[src/rtl/sevenseg_pkg.sv]
// Shared types and the seven-segment pattern table for the scan reader.
// Patterns are written {g..a}, active-high.
package sevenseg_pkg;

  localparam int unsigned SEG_W  = 7;
  localparam int unsigned HEX_W  = 4;
  localparam int unsigned NUM_HEX = 16;

  typedef logic [HEX_W-1:0] hex_t;

  typedef enum logic [1:0] {
    WAIT  = 2'd0,
    COUNT = 2'd1,
    HELD  = 2'd2
  } state_t;

  localparam logic [SEG_W-1:0] SEG_0     = 7'h3F;
  localparam logic [SEG_W-1:0] SEG_1     = 7'h06;
  localparam logic [SEG_W-1:0] SEG_2     = 7'h5B;
  localparam logic [SEG_W-1:0] SEG_3     = 7'h4F;
  localparam logic [SEG_W-1:0] SEG_4     = 7'h66;
  localparam logic [SEG_W-1:0] SEG_5     = 7'h6D;
  localparam logic [SEG_W-1:0] SEG_6     = 7'h7D;
  localparam logic [SEG_W-1:0] SEG_7     = 7'h07;
  localparam logic [SEG_W-1:0] SEG_8     = 7'h7F;
  localparam logic [SEG_W-1:0] SEG_9     = 7'h6F;
  localparam logic [SEG_W-1:0] SEG_A     = 7'h77;
  localparam logic [SEG_W-1:0] SEG_B     = 7'h7C;
  localparam logic [SEG_W-1:0] SEG_C     = 7'h39;
  localparam logic [SEG_W-1:0] SEG_D     = 7'h5E;
  localparam logic [SEG_W-1:0] SEG_E     = 7'h79;
  localparam logic [SEG_W-1:0] SEG_F     = 7'h71;
  localparam logic [SEG_W-1:0] SEG_BLANK = 7'h00;

  // Index into the table is the hex value shown by that pattern.
  localparam logic [SEG_W-1:0] SEG_TABLE [NUM_HEX] = '{
    SEG_0, SEG_1, SEG_2, SEG_3, SEG_4, SEG_5, SEG_6, SEG_7,
    SEG_8, SEG_9, SEG_A, SEG_B, SEG_C, SEG_D, SEG_E, SEG_F
  };

endpackage

[src/rtl/sevenseg_pattern_decode.sv]
// Combinational seven-segment pattern to hex decoder.
// Blank (all segments off) is reported separately and is not a legal digit.
module sevenseg_pattern_decode
  import sevenseg_pkg::*;
(
  input  logic [SEG_W-1:0] i_pattern,
  output hex_t             o_value_c,
  output logic             o_legal_c,
  output logic             o_blank_c
);

  always_comb begin
    o_value_c = '0;
    o_legal_c = 1'b0;
    o_blank_c = (i_pattern == SEG_BLANK);
    for (int i = 0; i < int'(NUM_HEX); i++) begin
      if (i_pattern == SEG_TABLE[i]) begin
        o_value_c = HEX_W'(i);
        o_legal_c = 1'b1;
      end
    end
  end

endmodule

[src/rtl/sevenseg_scan_reader.sv]
// Samples a scanned seven-segment bus, commits each digit once it has dwelt
// for STABLE_CYCLES identical samples, and flags complete frames.
module sevenseg_scan_reader
  import sevenseg_pkg::*;
#(
  parameter int unsigned NUM_DIGITS    = 4,
  parameter int unsigned STABLE_CYCLES = 4
) (
  input  logic                        clk,
  input  logic                        rst_n,
  input  logic [SEG_W-1:0]            seg,
  input  logic [NUM_DIGITS-1:0]       an,
  output logic [HEX_W*NUM_DIGITS-1:0] digits,
  output logic [NUM_DIGITS-1:0]       digit_valid,
  output logic                        frame_done,
  output logic                        pattern_err
);

  localparam int unsigned SMP_W = NUM_DIGITS + SEG_W;
  localparam int unsigned CNT_W = $clog2(STABLE_CYCLES + 1);
  localparam int unsigned DIG_W = HEX_W * NUM_DIGITS;

  logic [SMP_W-1:0]      r_sync1;
  logic [SMP_W-1:0]      r_sync2;
  logic [SMP_W-1:0]      r_prev;
  state_t                r_state;
  logic [CNT_W-1:0]      r_cnt;
  logic [NUM_DIGITS-1:0] r_seen;
  logic [DIG_W-1:0]      r_digits;
  logic [NUM_DIGITS-1:0] r_valid;
  logic                  r_frame_done;
  logic                  r_pattern_err;

  logic [NUM_DIGITS-1:0] w_an;
  logic [SEG_W-1:0]      w_seg;
  logic                  w_onehot;
  logic                  w_same;
  logic                  w_commit;
  hex_t                  w_value;
  logic                  w_legal;
  logic                  w_blank;
  logic [NUM_DIGITS-1:0] w_seen_next;

  // Two-flop synchronizer on the whole {an, seg} bundle; r_prev is the prior sample.
  always_ff @(posedge clk or negedge rst_n) begin
    if (!rst_n) begin
      r_sync1 <= '0;
      r_sync2 <= '0;
      r_prev  <= '0;
    end else begin
      r_sync1 <= {an, seg};
      r_sync2 <= r_sync1;
      r_prev  <= r_sync2;
    end
  end

  assign w_an        = r_sync2[SMP_W-1:SEG_W];
  assign w_seg       = r_sync2[SEG_W-1:0];
  assign w_onehot    = (w_an != '0) && ((w_an & (w_an - NUM_DIGITS'(1))) == '0);
  assign w_same      = (r_sync2 == r_prev);
  assign w_commit    = (r_state == COUNT) && w_same &&
                       (r_cnt == CNT_W'(STABLE_CYCLES - 1));
  assign w_seen_next = r_seen | w_an;

  sevenseg_pattern_decode u_decode (
    .i_pattern (w_seg),
    .o_value_c (w_value),
    .o_legal_c (w_legal),
    .o_blank_c (w_blank)
  );

  // Dwell tracker: one commit per run of STABLE_CYCLES identical one-hot samples.
  always_ff @(posedge clk or negedge rst_n) begin
    if (!rst_n) begin
      r_state <= WAIT;
      r_cnt   <= '0;
    end else begin
      case (r_state)
        WAIT: begin
          if (w_onehot) begin
            r_state <= COUNT;
            r_cnt   <= CNT_W'(1);
          end else begin
            r_cnt   <= '0;
          end
        end
        COUNT: begin
          if (!w_same) begin
            r_state <= w_onehot ? COUNT : WAIT;
            r_cnt   <= w_onehot ? CNT_W'(1) : '0;
          end else if (w_commit) begin
            r_state <= HELD;
            r_cnt   <= CNT_W'(STABLE_CYCLES);
          end else begin
            r_cnt   <= r_cnt + CNT_W'(1);
          end
        end
        HELD: begin
          if (!w_same) begin
            r_state <= w_onehot ? COUNT : WAIT;
            r_cnt   <= w_onehot ? CNT_W'(1) : '0;
          end
        end
        default: begin
          r_state <= WAIT;
          r_cnt   <= '0;
        end
      endcase
    end
  end

  // Per-position results, frame tracking and the two event pulses.
  always_ff @(posedge clk or negedge rst_n) begin
    if (!rst_n) begin
      r_digits      <= '0;
      r_valid       <= '0;
      r_seen        <= '0;
      r_frame_done  <= 1'b0;
      r_pattern_err <= 1'b0;
    end else begin
      r_frame_done  <= 1'b0;
      r_pattern_err <= 1'b0;
      if (w_commit) begin
        for (int i = 0; i < int'(NUM_DIGITS); i++) begin
          if (w_an[i]) begin
            if (w_legal) begin
              r_digits[HEX_W*i +: HEX_W] <= w_value;
              r_valid[i]                 <= 1'b1;
            end else if (w_blank) begin
              r_digits[HEX_W*i +: HEX_W] <= '0;
              r_valid[i]                 <= 1'b0;
            end else begin
              r_valid[i]                 <= 1'b0;
            end
          end
        end
        r_pattern_err <= !w_legal && !w_blank;
        if (&w_seen_next) begin
          r_seen       <= '0;
          r_frame_done <= 1'b1;
        end else begin
          r_seen       <= w_seen_next;
        end
      end
    end
  end

  assign digits      = r_digits;
  assign digit_valid = r_valid;
  assign frame_done  = r_frame_done;
  assign pattern_err = r_pattern_err;

endmodule
[config.mk]
export PLATFORM = sky130hd
export DESIGN_NAME = sevenseg_scan_reader
export DESIGN_NICKNAME = d
export VERILOG_FILES = /design/src/rtl/sevenseg_pkg.sv /design/src/rtl/sevenseg_pattern_decode.sv /design/src/rtl/sevenseg_scan_reader.sv
export SDC_FILE = /design/constraint.sdc
export NUM_CORES = 1
export LEC_CHECK = 0
export ABC_AREA = 0
export BUFFER_PORTS_ARGS = -buffer_cell sky130_fd_sc_hd__buf_4
export CORE_MARGIN = 3
export CORE_UTILIZATION = 50
export CTS_CLUSTER_DIAMETER = 100
export DETAILED_ROUTE_END_ITERATION = 10
export PLACE_DENSITY = 0.71
export SYNTH_ARGS = -nofsm -noshare
export SYNTH_HDL_FRONTEND = slang
export SYNTH_SLANG_ARGS = --single-unit
[constraint.sdc]
create_clock -name clk -period 3.7 [get_ports clk]
set_input_delay 0.74 -clock clk [delete_from_list [all_inputs] [get_ports clk]]
set_output_delay 0.74 -clock clk [all_outputs]
set_load 0.02 [all_outputs]
* Word-level counts from Yosys, hierarchy flattened *
Index checks and enable logic that the tools add are counted.

cells by class
  $add $sub $neg = 2
  $mul = 0
  div/mod/pow operators = 0
  magnitude comparators = 0
  eq/ne operators = 23
  shift operators = 0
  muxes and demuxes = 49
  bitwise gates (word level) = 2
  reductions and logical operators = 21

operator list
  cell                   count
  $eq A7 B7 Y1 const B   12
  $mux W4                11
  $mux W1                23
  $mux W3                7
  $reduce_and A3 Y1      5
  $eq A7 B3 Y1 const B   2
  $eq A7 B6 Y1 const B   2
  $mux W2                6
  $eq A11 B11 Y1         1
  $pmux W3 S3            1
  $reduce_and A2 Y1      4
  $logic_not A7 Y1       1
  $pmux W2 S3            1
  $and A4 B4 Y4          1
  $logic_and A1 B1 Y1    4
  $logic_not A4 Y1       1
  $ne A2 B2 Y1 const B   2
  $or A4 B4 Y4           1
  $reduce_and A4 Y1      1
  $reduce_bool A4 Y1     1
  $sub A4 B1 Y4 const B  1
  $add A3 B1 Y3 const B  1
  $eq A3 B2 Y1 const B   1
  $ne A3 B3 Y1 const B   1
  other kinds (5)        6

word-level totals
  register bits after elaboration = 64
  bits in latches = 0
  RAM bits = 0
  memory bits (read-only) = 0
  input bits = 13
  output and inout bits = 22
  logic and storage cells = 113
  memories kept = 0

* Depth between registers and ports, before layout *
  depth after elaboration = 20
  gate-level depth with buffers = 8
  depth with buffers taken out = 6

* Modules after synthesis *
A second synthesis with hierarchy kept.

unflattened totals
  cells, all modules = 215
  area total of the unflattened synthesis = 2625.0 µm²

modules (own cells, without submodules)
  module                   times used  cells an instance  area an instance (µm²)  seq. area each (µm²)
  sevenseg_scan_reader     1           160                2260.9                  1601.5
  sevenseg_pattern_decode  1           55                 364.1                   0.0

* Least setup slack after synthesis *
No wires, ideal clock.

  path type = register to register
  start = reg r_sync2[9]
  end = reg r_digits[11], in the netlist digits[11]
  setup time = 0.125 ns
  arrival = 1.942 ns
  data required time = 3.575 ns
  slack = 1.633 ns
  cell stages (with the launch flop) = 8
  buffers on the path = 1
  period minus slack after synthesis = 2.067 ns
  path through = dfrtp_1 xor2_1 nor4_2 and4_4 and3_4 buf_6 nand3_2 mux2_4

on the way
  cells in the longest elaborated chain, start to end = 4

ends and longest elaborated chain
  item                               line                         RTL
  from (decl)                        sevenseg_scan_reader.sv:24   logic [SMP_W-1:0] r_sync2;
  from (signal assigned)             sevenseg_scan_reader.sv:52   r_sync2 <= r_sync1;
  $eq A11 B11 Y1                     sevenseg_scan_reader.sv:60   assign w_same = (r_sync2 == r_prev);
  $logic_and A1 B1 Y1 (2 in series)  sevenseg_scan_reader.sv:61   assign w_commit = (r_state == COUNT) && w_same &&
  $reduce_and A3 Y1 (no line) (*)    --
  to (signal, indexed assignment)    sevenseg_scan_reader.sv:127  r_digits[HEX_W*i +: HEX_W] <= w_value;
  to (decl)                          sevenseg_scan_reader.sv:29   logic [DIG_W-1:0] r_digits;

Mark *: on every way between the ends. The rest lies on a longest branch, timed or not.
A chain may end at the register's enable or synchronous reset.

* Worst setup path in the final report *
  start = reg r_sync2[1]
  end = reg r_digits[15], in the netlist digits[15]

on the way
  cells in the longest elaborated chain, start to end = 19
  elaborated cells between the ends (all ways) = 47
  classes of those cells = eq/ne: 17; mux: 25; reduce/logical: 5

ends and longest elaborated chain
  item                          line                           RTL
  $eq A7 B6 Y1                  sevenseg_pattern_decode.sv:17  if (i_pattern == SEG_TABLE[i]) begin
  $mux W1 (16 in series)        sevenseg_pattern_decode.sv:17
  $reduce_bool A2 Y1 (no line)  --
  $reduce_and A3 Y1 (no line)   --

Several ways; a longest one is shown, not always the timed one.

==> key figures <==
Drt
  • Via count: about 1800
  • WL final: between 5000 and 6000 um
  • Via/cell ratio: between 5 and 6
  • DR DRC count: 0
  • Number of detailed-route iterations in the first pass: 4
  • DR iter-0 viols: around 100
  • DR WL/cell: approximately 16 um
  • Final ANT Viol Nets: 0

Yosys
  • Most instantiated library cell after synthesis: dfrtp_1
  • Gate Count Post-Synth: 214
  • Synth Area in Adders: less than 1%
  • Post-synthesis xor/xnor area fraction: between 4 and 5%
  • Sequential share of the synthesized area: approximately 60%
  • Largest area contributor in the netlist: dfrtp_1
  • Yosys cell types: 50
  • Post-synthesis compound-gate area fraction: around an eighth
  • Largest family of logic cells by synthesized area: simple AND/OR/NAND/NOR gates
  • Post-synth ARST share: 100.0%
  • Syn_area_per_cell: around 12 um2
  • Synthesized flop and latch total: 64
  • Post-synthesis net count: 229
  • Dominant cells by area after synthesis: dfrtp_1 60%, o2bb2ai_1 3.9%, xor2_1 3.9%, a21oi_1 2.3%, mux2_2 2.1%
  • Synthesized area: roughly 0.0027 mm2
  • Yosys warning count: 0
  • Number of synthesized flops with an enable pin: 0
  • Share of synthesized area spent on multiplexers: 3.662%
  • Top-area cell type share of the netlist area: 60.09%
  • Main flop type after synthesis: dfrtp_1
  • Most common library cells after synthesis: 64 x dfrtp_1, 14 x nor2_1, 12 x a21oi_1, 12 x o2bb2ai_1, 12 x xor2_1
  • Synth Area in Simple Gates: between 10% and 20%

Die
  • I/O pins: 35
  • Placeable core region: roughly 0.0049 mm2
  • Site row count: 25
  • Die Y: roughly 80 um
  • Chip width: approximately 80 um
  • Die ar.: about 0.0062 mm2
  • Initial Utilization: between 50% and 60%

Place
  • Placer Congestion: 0.7755
  • Placed wire-length estimate: roughly 3400 um
  • Port Buf Inserts: 34
  • Placed cells: between 300 and 400

Finish
  • Final cell count without fillers: roughly 320
  • Final core utilization: 63.14%
  • Register Area: roughly 0.0016 mm2
  • Ant diodes: 0
  • Layout fillers: around 410
  • Synth-to-layout area growth: 17.09%
  • Nets@finish: around 260
  • Layout cells sized above 1: roughly 28%
  • Multi-input gate area: approximately 990 um2

Clock network
  • Worst-path clk slew: roughly 0.060 ns
  • H-Tree Depth: 3
  • CTS root buf: clkbuf_8
  • Clk buf depth: 2
  • CTS tree: yes
  • Post-CTS Setup Bufs: 0
  • Post-CTS sizing: 0
  • Total clock sinks: 64
  • Clk Latency, worst-skew pair: approximately 0.33 ns
  • TritonCTS buffer count: 9
  • CTS hold repair buffers: 0

Global route
  • Initial antenna violation count: 0
  • All-Layer GR Usage: a little under a fifth
  • Total grt overflow: 0
  • First-pass GRT wire length: approximately 8500 um
  • Vias in the first global route: 1647
  • Largest net degree at the start of global routing: 65

Timing
  • Final setup viols: 0
  • Setup tns final: 0 ns
  • Ratio of final minimum period to clock period: between 60% and 70%
  • Post-route minimum period: between 2 and 2.5 ns
  • Fmax: 403.2 MHz
  • Actual slew at the worst max-slew pin: just under 0.9 ns
  • Slew Limit Headroom: slightly above 40%
  • Max Transition Viols Final: 0
  • Skew final: between 0.005 and 0.006 ns
  • Final hold violation count: 0
  • Hold WS: around 0.35 ns
  • RSZ-0062 raised after global routing: no

Critical path
  • Crit-path max cell delay: about 0.63 ns
  • Crit Path Category: register to register
  • Slowest cell on crit path: dfrtp_1
  • CP Capture Type: register
  • Crit-path max FO: 16
  • Critical Path, Cell by Cell: nand3b_1 -> o22ai_1 -> nor4_4 -> nand4b_4 -> nand3_1 -> mux2_2
  • Crit path DAT: 2.70 ns
  • Startpoint Class: register
  • CP required: roughly 3.9 ns
  • CP top delay family: simple AND/OR/NAND/NOR gates
  • Crit path buffers/inverters: 0

Pwr
  • Worst vdd ir: 0.0002832 V
  • Power per cell area: ~440 mW/mm2
  • Final Power: 1.384 mW
  • Leakage power: between 1 and 1.5 nW

Worst hold path
  • Worst Hold Class: register to register

Run
  • Max cap viols: 0

Run status
  • Status: complete, no violations
metal layers:
metal	wire [um]	GRT usage (%)	part of all wire, %
met1	2432	26.10	49
met2	2233	24.75	45
met3	177	4.308	3.5
met4	161	12.03	3.2
met5	0	0	0
worst paths after layout:
check	start	to	slack [ns]	cells past startpoint
min in group asynchronous	rst_n	r_sync1[4]	0.49	1
worst max register to register	r_sync2[1]	digits[15]	1.22	6
worst min register to register	r_sync1[4]	r_sync2[4]	0.35	0
worst min-delay path	r_sync1[4]	r_sync2[4]	0.35	0
worst max-delay path	r_sync2[1]	digits[15]	1.22	6
max in group asynchronous	rst_n	r_state[1]	2.72	1
where the power goes:
group,internal (mW),switching [mW],leakage (nW),total (mW)
Clock,0.322,0.246,0.0989,0.568
Combinational,0.0292,0.0378,0.502,0.0670
Sequential,0.720,0.0287,0.815,0.748
cell type report:
type                       count  share of cell area (%)
sequential                    64                   51.32
tap                           67                   2.686
clock buffer                  11                   4.531
multi-input combinational    136                   31.60
clock inverter                 4                   1.443
inverter                       2                  0.2406
timing repair buffer          34                   8.180
flip-flops by register name, summed over array words and instances (netlist names):
signal and flops:
r_seen 4, pattern_err 1, r_sync2 11, digits 16, r_sync1 11, frame_done 1, r_prev 11, digit_valid 4
r_cnt 3, r_state 2
cell families after synthesis:
| family | after synthesis |
|---|---|
| muxes | 8 |
| AOI/OAI and AO/OA | 47 |
| xor gates and xnor gates | 13 |
| buffers and inverters | 14 |
| DFF | 64 |
| adders and majority gates | 2 |
| and+or+nand+nor | 66 |
worst reg2reg max path: stages (launching register included):
cell      delay, ns
dfrtp_1        0.63
nand3b_1       0.26
o22ai_1        0.17
nor4_4         0.53
nand4b_4       0.22
nand3_1        0.22
mux2_2         0.35
through the flow:
step,worst slack (ns),cell area (um2)
5_1_grt,1.015,3120
3_5_place_dp,1.240,2934
4_1_cts,1.226,3120
3_3_place_gp,1.244,2934
6_report,1.220,3120
2_1_floorplan,1.633,2665
layout by cell type, fill, tap and decap left out, types with 3 or more instances in the layout:
cell type / count
dfrtp_1: 64
buf_4: 34
nor2_1: 14
a21oi_1: 12
xor2_1: 12
o2bb2ai_1: 12
clkbuf_8: 10
o21ai_0: 8
nand2_1: 7
nor3_1: 5
mux2_2: 5
nand4_1: 4
o22ai_1: 4
nand3_1: 4
nand2_2: 4
nand3b_1: 3
nor2b_1: 3
nand3_2: 3
clkinv_2: 3
Note: power is estimated with default switching activity, not from simulation.
